File: src/rtl/alu_cmp_if.sv
// Handshake bundle for alu_cmp_pipe: operand request channel (in_*) and
// result channel (out_*). The slave modport is the pipeline's view.
interface alu_cmp_if #(
  parameter int WIDTH = 4
);
  logic                 in_valid;
  logic                 in_ready;
  logic [2:0]           opc;
  logic [WIDTH-1:0]     a;
  logic [WIDTH-1:0]     b;
  logic                 out_valid;
  logic                 out_ready;
  logic [2*WIDTH-1:0]   c;
  logic [2:0]           c_opc;

  modport master (
    output in_valid, opc, a, b, out_ready,
    input  in_ready, out_valid, c, c_opc
  );

  modport slave (
    input  in_valid, opc, a, b, out_ready,
    output in_ready, out_valid, c, c_opc
  );
endinterface

File: src/rtl/alu_cmp_pipe.sv
// Two-stage pipelined ALU / comparator with valid/ready flow control.
// S1 captures opcode and operands, S2 computes and holds the result until the
// consumer takes it. A counter tracks completed hand-offs.
module alu_cmp_pipe #(
  parameter int WIDTH  = 4,
  parameter int SIGNED = 0,
  parameter int CNT_W  = 8
) (
  input  logic             clk,
  input  logic             rst,
  alu_cmp_if.slave         bus,
  output logic [CNT_W-1:0] op_count
);

  localparam int CW = 2 * WIDTH;

  // Stage 1 holding registers
  logic             s1_valid_reg;
  logic [2:0]       s1_opc_reg;
  logic [WIDTH-1:0] s1_a_reg;
  logic [WIDTH-1:0] s1_b_reg;

  // Stage 2 / output registers
  logic             out_valid_reg;
  logic [CW-1:0]    c_reg;
  logic [2:0]       c_opc_reg;
  logic [CNT_W-1:0] op_count_reg;

  // Flow control
  logic s2_load;
  logic s1_load;

  // Datapath
  logic [CW-1:0] a_ext;
  logic [CW-1:0] b_ext;
  logic [CW-1:0] a_cmp;
  logic [CW-1:0] b_cmp;
  logic [CW-1:0] sign_flip;
  logic [CW-1:0] result_next;

  // S2 may take new data when empty or when its current result leaves now;
  // S1 may take new data when empty or when it can move into S2.
  assign s2_load = !out_valid_reg || bus.out_ready;
  assign s1_load = !s1_valid_reg || s2_load;

  // Held low while reset is asserted so nothing is accepted in that cycle.
  assign bus.in_ready = s1_load && !rst;

  // Widen operands to the result width; the upper bits replicate the sign
  // only in signed mode.
  assign a_ext[WIDTH-1:0] = s1_a_reg;
  assign b_ext[WIDTH-1:0] = s1_b_reg;
  generate
    for (genvar gi = WIDTH; gi < CW; gi++) begin : g_ext
      assign a_ext[gi] = (SIGNED != 0) && s1_a_reg[WIDTH-1];
      assign b_ext[gi] = (SIGNED != 0) && s1_b_reg[WIDTH-1];
    end
  endgenerate

  // Flipping the MSB of the extended values maps two's complement order onto
  // unsigned order, so one set of unsigned comparators serves both modes.
  assign sign_flip = {(SIGNED != 0), {(CW-1){1'b0}}};
  assign a_cmp     = a_ext ^ sign_flip;
  assign b_cmp     = b_ext ^ sign_flip;

  // Result selection for the operation currently held in S1.
  always_comb begin
    result_next = '0;
    case (s1_opc_reg)
      3'd0:    result_next = a_ext + b_ext;
      3'd1:    result_next = a_ext - b_ext;
      3'd2:    result_next = a_ext * b_ext;
      3'd3:    result_next = {{(CW-1){1'b0}}, (a_cmp >  b_cmp)};
      3'd4:    result_next = {{(CW-1){1'b0}}, (a_cmp <  b_cmp)};
      3'd5:    result_next = {{(CW-1){1'b0}}, (a_cmp == b_cmp)};
      3'd6:    result_next = {{(CW-1){1'b0}}, (a_cmp >= b_cmp)};
      default: result_next = {{(CW-1){1'b0}}, (a_cmp <= b_cmp)};
    endcase
  end

  // Stage 1: capture an accepted operation, or go empty when it moves on.
  always_ff @(posedge clk) begin
    if (rst) begin
      s1_valid_reg <= 1'b0;
      s1_opc_reg   <= '0;
      s1_a_reg     <= '0;
      s1_b_reg     <= '0;
    end else if (s1_load) begin
      s1_valid_reg <= bus.in_valid;
      if (bus.in_valid) begin
        s1_opc_reg <= bus.opc;
        s1_a_reg   <= bus.a;
        s1_b_reg   <= bus.b;
      end
    end
  end

  // Stage 2: register the computed result; hold it while the consumer stalls.
  always_ff @(posedge clk) begin
    if (rst) begin
      out_valid_reg <= 1'b0;
      c_reg         <= '0;
      c_opc_reg     <= '0;
    end else if (s2_load) begin
      out_valid_reg <= s1_valid_reg;
      if (s1_valid_reg) begin
        c_reg     <= result_next;
        c_opc_reg <= s1_opc_reg;
      end
    end
  end

  // Completed-operation counter, wraps naturally at its width.
  always_ff @(posedge clk) begin
    if (rst) begin
      op_count_reg <= '0;
    end else if (out_valid_reg && bus.out_ready) begin
      op_count_reg <= op_count_reg + 1'b1;
    end
  end

  assign bus.out_valid = out_valid_reg;
  assign bus.c         = c_reg;
  assign bus.c_opc     = c_opc_reg;
  assign op_count      = op_count_reg;

endmodule

File: src/flat_wrapper.sv
// flat-port wrapper written by rule: the top's interface ports become plain ports
module alu_cmp_pipe_flat 
#(
  parameter int WIDTH  = 4,
  parameter int SIGNED = 0,
  parameter int CNT_W  = 8
)
  (clk, rst, op_count, bus_in_valid, bus_opc, bus_a, bus_b, bus_out_ready, bus_in_ready, bus_out_valid, bus_c, bus_c_opc);
  alu_cmp_if #(.WIDTH(WIDTH)) bus_i ();
  input  logic clk;
  input  logic rst;
  output logic [CNT_W-1:0] op_count;
  input wire logic [$bits(bus_i.in_valid)-1:0] bus_in_valid;
  input wire logic [$bits(bus_i.opc)-1:0] bus_opc;
  input wire logic [$bits(bus_i.a)-1:0] bus_a;
  input wire logic [$bits(bus_i.b)-1:0] bus_b;
  input wire logic [$bits(bus_i.out_ready)-1:0] bus_out_ready;
  output wire logic [$bits(bus_i.in_ready)-1:0] bus_in_ready;
  output wire logic [$bits(bus_i.out_valid)-1:0] bus_out_valid;
  output wire logic [$bits(bus_i.c)-1:0] bus_c;
  output wire logic [$bits(bus_i.c_opc)-1:0] bus_c_opc;
  assign bus_i.in_valid = bus_in_valid;
  assign bus_i.opc = bus_opc;
  assign bus_i.a = bus_a;
  assign bus_i.b = bus_b;
  assign bus_i.out_ready = bus_out_ready;
  assign bus_in_ready = bus_i.in_ready;
  assign bus_out_valid = bus_i.out_valid;
  assign bus_c = bus_i.c;
  assign bus_c_opc = bus_i.c_opc;
  alu_cmp_pipe #(.WIDTH(WIDTH), .SIGNED(SIGNED), .CNT_W(CNT_W)) u_core (.clk(clk), .rst(rst), .bus(bus_i), .op_count(op_count));
endmodule
File: config.mk
export PLATFORM = sky130hd
export DESIGN_NAME = alu_cmp_pipe_flat
export DESIGN_NICKNAME = d
export VERILOG_FILES = /design/src/rtl/alu_cmp_if.sv /design/src/rtl/alu_cmp_pipe.sv /design/src/flat_wrapper.sv
export SDC_FILE = /design/constraint.sdc
export NUM_CORES = 1
export LEC_CHECK = 0
export CAP_MARGIN = 15
export CORE_MARGIN = 5
export CORE_UTILIZATION = 50
export CTS_CLUSTER_DIAMETER = 200
export DETAILED_ROUTE_END_ITERATION = 6
export GPL_TIMING_DRIVEN = 0
export PLACE_DENSITY = 0.76
export SYNTH_ARGS = -nofsm -noshare
export SYNTH_HDL_FRONTEND = slang
export SYNTH_SLANG_ARGS = --single-unit
File: constraint.sdc
create_clock -name clk -period 3.8 [get_ports clk]
set_clock_uncertainty 0.2 [all_clocks]
set_input_delay 0.38 -clock clk [delete_from_list [all_inputs] [get_ports clk]]
set_output_delay 0.38 -clock clk [all_outputs]
set_load 0.03 [all_outputs]
* Word level (Yosys, flattened, before mapping)
Index checks and enable logic that the tools add are counted.
W data, S select, Z words.
** Operators by class
- Add/sub/neg operators :: 3
- Multiply operators :: 1
- Order comparisons :: 4
- Equality and inequality tests :: 7
- Multiplexer cells :: 1
- Reductions and logical operators :: 10
** Operator list (count)
- $pmux W8 S7 :: 1
- $eq A3 B3 Y1 const B :: 3
- $add A8 B1 Y8 const B :: 1
- $mul A4 B4 Y8 :: 1
- $eq A3 B2 Y1 const B :: 2
- $add A4 B4 Y5 :: 1
- $sub A4 B4 Y5 :: 1
- $eq A4 B4 Y1 :: 1
- $ge A4 B4 Y1 :: 1
- $gt A4 B4 Y1 :: 1
- $le A4 B4 Y1 :: 1
- $lt A4 B4 Y1 :: 1
- $reduce_and A2 Y1 :: 2
- $eq A3 B1 Y1 const B :: 1
- $logic_not A1 Y1 :: 3
- $logic_not A3 Y1 :: 1
- $logic_and A1 B1 Y1 :: 2
- $logic_or A1 B1 Y1 :: 2
** Word-level totals
- Bits in registers :: 32
- Input bits :: 15
- Output and inout bits :: 21

* Depth between registers and ports, before layout
- Word-level depth :: 4
- Depth in mapped cells :: 13
- Gate-level depth less buffers :: 13

* Worst setup path before layout
Ideal clock, no wire load.
- Path type :: reg2reg
- From :: register u_core.s1_a_reg[1]
- To :: register u_core.c_reg[4], in the netlist u_core.bus.c[4]
- Library setup time :: 0.128 ns
- Arrival :: 2.730 ns
- Data required time :: 3.472 ns
- Slack :: 0.743 ns
- Cell stages (with the launch flop) :: 11
- Buffers on the path :: 0
- Clock period less this slack :: 3.057 ns
- Cell sequence :: dfxtp_1 nand2_1 fa_1 inv_1 fa_1 inv_1 fa_1 xnor2_1 a221oi_1 a2bb2oi_1 nor2_1
** On the way
- Word-level cells in the longest chain between the ends :: 2
- Elaborated cells on any way between the ends :: 4
- Those cells by class :: add/sub: 2; mul: 1; mux: 1
** RTL lines
- start: declaration :: line alu_cmp_pipe.sv:20 : logic [WIDTH-1:0] s1_a_reg;
- start signal: assignment :: line alu_cmp_pipe.sv:92 : s1_a_reg <= bus.a;
- $mul A4 B4 Y8 (tied with other cells) :: line alu_cmp_pipe.sv:72 : 3'd2: result_next = a_ext * b_ext;
- $pmux W8 S7 * :: line alu_cmp_pipe.sv:69 : case (s1_opc_reg)
- end signal: assignment :: line alu_cmp_pipe.sv:107 : c_reg <= result_next;
- end: declaration :: line alu_cmp_pipe.sv:25 : logic [CW-1:0] c_reg;
Every way passes the cells marked *; elsewhere a longest branch is shown, timed or not.
A chain may end at the register's enable or synchronous reset.

* Worst setup path in the final report
Same ends and word-level chain as after synthesis.

==> key figures <==
Run status
  • Status: completed

Yosys
  • Net Count, Synth: 291
  • Part of the Yosys area used for sequential elements: a little under a third
  • Synth Register Bits: 32
  • Post-synth EDFFs: 0
  • Cells after synthesis: approximately 250
  • Post-synth ARST share: 0%
  • Unique masters post-synth: 44
  • Post-synthesis adder-cell area fraction: a little under a fifth
  • Largest family of logic cells by synthesized area: simple AND/OR/NAND/NOR gates
  • Post-Synth Simple-Gate Area: between 20 and 25%
  • Compound-Gate Fraction of Synth Area: between 10% and 20%
  • Mux share of post-synthesis cell area: under 10%
  • Top_reg_cell synth: dfxtp_1
  • Post-Synth XOR/XNOR Area: approximately 5.1%
  • YS warnings: 0
  • Area of the mapped netlist: 0.00208 mm2
  • Synth Area per Inst: about 8.3 um2

Routing
  • WL/cell: about 13 um
  • Via/cell ratio: between 5 and 6
  • Total Routed Length: roughly 4500 um
  • Vias: approximately 1800
  • Antenna Nets Post-Route: 0
  • DR DRC count: 0
  • 1st-pass router iterations: 4
  • First DRT Iteration DRCs: 65

GRT
  • Initial antenna violation count: 0
  • Gr usage total: around 18%
  • Number of global-route vias before repair: between 1500 and 2000
  • GRT overflow: 0
  • First-pass GRT wire length: between 7000 and 8000 um
  • Largest net degree at the start of global routing: 11

Layout
  • Final instance area: ~0.0026 mm2
  • Diodes inserted: 0
  • Utilization after layout: between 60 and 70%
  • Fillers: approximately 370
  • Post-Layout Cell Count: 341
  • NumNets Final: approximately 330
  • P&R area growth vs syn: 23.6%
  • Share of layout cells above drive strength 1: 6.87%

Hold path
  • Hold Crit Class: flip-flop to flip-flop

Worst setup path
  • Crit. End Element: flip-flop
  • Worst Path Class, Setup: flip-flop to flip-flop
  • Crit-path max FO: 8
  • Worst path arrival time: 3.33 ns
  • Worst EP required: 3.76 ns
  • Startpoint types: flip-flop

STA
  • Final min period: 3.37 ns
  • Total negative slack: 0 ns
  • Unrepaired setup endpoints after global routing: no
  • Final Hold Viols: 0
  • Max-slew violations: 0
  • Final worst-path cycle share: 88.6%
  • Highest Clock Rate: ~300 MHz
  • Final setup viols: 0
  • Hold_ws: 0.253 ns
  • Slew at the pin closest to its max-slew limit: 0.542 ns
  • Final setup margin: ~0.43 ns
  • Slew HR: 63.9%

CTS
  • Post-cts sizing count: 0
  • Number of buffers created by CTS: 5
  • Root Driver: clkbuf_8
  • CTS tree: built
  • H-tree Lvls: 2
  • Reg clk slew, reported paths: around 0.07 ns
  • Clock Latency Late Sink: ~0.29 ns
  • Max Root-Sink Buffers: 2
  • Hold buffer count at cts: 0
  • Post-CTS Setup Repair Bufs: 0
  • Clk sinks: 32

Floorplanning
  • Starting Density: slightly above 50%
  • Site Rows: 23
  • Die width: ~74 um
  • Core outline area: 0.00400 mm2
  • I/O pin cnt: 36
  • Die height: 74.4 um
  • Die Area: 0.00554 mm2

Power
  • Total Power: around 0.75 mW
  • Pwr/cell area: between 200 and 300 mW/mm2
  • IR drop worst, VDD: ~0.25 mV
  • Lkg Pwr: 1.11 nW

Place
  • Placed cells: roughly 330
  • Dpl hpwl: ~3500 um
  • Final Wtd Congestion: 0.761
  • IO buf count: 35
  • DP Worst Slack: about 0.42 ns
  • DP Area: between 0.002 and 0.0025 mm2

Job
  • Maxcap violations: 0
## area by class of cell
cell class,count,area (um2),area share [%]
Buffer,11,51.3,2.00
Clock buffer,6,72.6,2.83
Clock inverter,1,5.00,0.195
Inverter,16,60.1,2.34
Multi-Input combinational cell,190,1320,51.6
Sequential cell,32,641,25.0
Tap cell,50,62.6,2.44
Timing Repair Buffer,35,350,13.7
## per-layer routing
metal	vias up	GRT usage (%)	share of wire, %
met3	8	5.54	4.8
met1	819	21.7	46
met5	-	0	0
li1	932	-	-
met2	38	29.1	47
met4	0	5.34	1.7
## cell families after synthesis
group,after synthesis
compound gates,54
xor+xnor,12
fa+ha+maj,27
buf+inv,27
flops,32
mux,4
simple gates,93
## cells in the mapped netlist (2+ instances only)
library cell | instances | area share [%]
a21o_1 | 4 | 1.4
a21oi_1 | 25 | 6.0
a221oi_1 | 3 | 1.3
a22oi_1 | 2 | 0.72
and2_1 | 9 | 2.7
and3_1 | 2 | 0.60
buf_1 | 2 | 0.36
buf_2 | 5 | 1.2
clkbuf_1 | 3 | 0.54
dfxtp_1 | 32 | 31
fa_1 | 6 | 5.8
ha_1 | 21 | 13
inv_1 | 15 | 2.7
mux2i_1 | 4 | 1.9
nand2_1 | 28 | 5.1
nand2b_1 | 2 | 0.60
nand3_1 | 11 | 2.7
nand4_1 | 3 | 0.90
nor2_1 | 24 | 4.3
nor2b_1 | 2 | 0.60
nor3_1 | 4 | 0.96
o21ai_0 | 8 | 1.9
o21bai_1 | 2 | 0.72
or3_1 | 2 | 0.60
xnor2_1 | 7 | 3.0
xor2_1 | 5 | 2.1
## cells in the final DEF (no fill, tap or decap), types with 3 or more instances in the layout
cell type / count
clkdlybuf4s50_1: 35
dfxtp_1: 32
nand2_1: 28
a21oi_1: 25
nor2_1: 24
ha_1: 21
inv_1: 15
nand3_1: 11
and2_1: 9
o21ai_0: 8
xnor2_1: 7
fa_1: 6
buf_2: 5
xor2_1: 5
clkbuf_8: 5
clkbuf_1: 4
mux2i_1: 4
a21o_1: 4
nor3_1: 4
nand4_1: 3
a221oi_1: 3
## path summary, 6_finish.rpt
kind                                                 startpoint  depth (start not counted)                           end  slack [ns]
worst max-delay path            u_core.s1_a_reg[1]$_SDFFE_PP0P_                         10  u_core.bus.c[4]$_SDFFE_PP0P_        0.43
worst min-delay path               u_core.bus.c[5]$_SDFFE_PP0P_                          2  u_core.bus.c[5]$_SDFFE_PP0P_        0.25
worst max register to register  u_core.s1_a_reg[1]$_SDFFE_PP0P_                         10  u_core.bus.c[4]$_SDFFE_PP0P_        0.43
worst min register to register     u_core.bus.c[5]$_SDFFE_PP0P_                          2  u_core.bus.c[5]$_SDFFE_PP0P_        0.25
## critical path, stage by stage (launching register included)
cell	delay, ns
dfxtp_1	0.51
nand2_1	0.12
fa_1	0.52
inv_1	0.05
fa_1	0.57
inv_1	0.07
fa_1	0.45
xnor2_1	0.15
a221oi_1	0.33
a2bb2oi_1	0.20
nor2_1	0.06
## power by group
group	switching, mW	leakage, nW	internal (mW)
logic	0.0805	0.806	0.0655
registers	0.0123	0.261	0.347
clock network	0.121	0.0410	0.124
No activity file was read; power rests on OpenSTA's default activity.
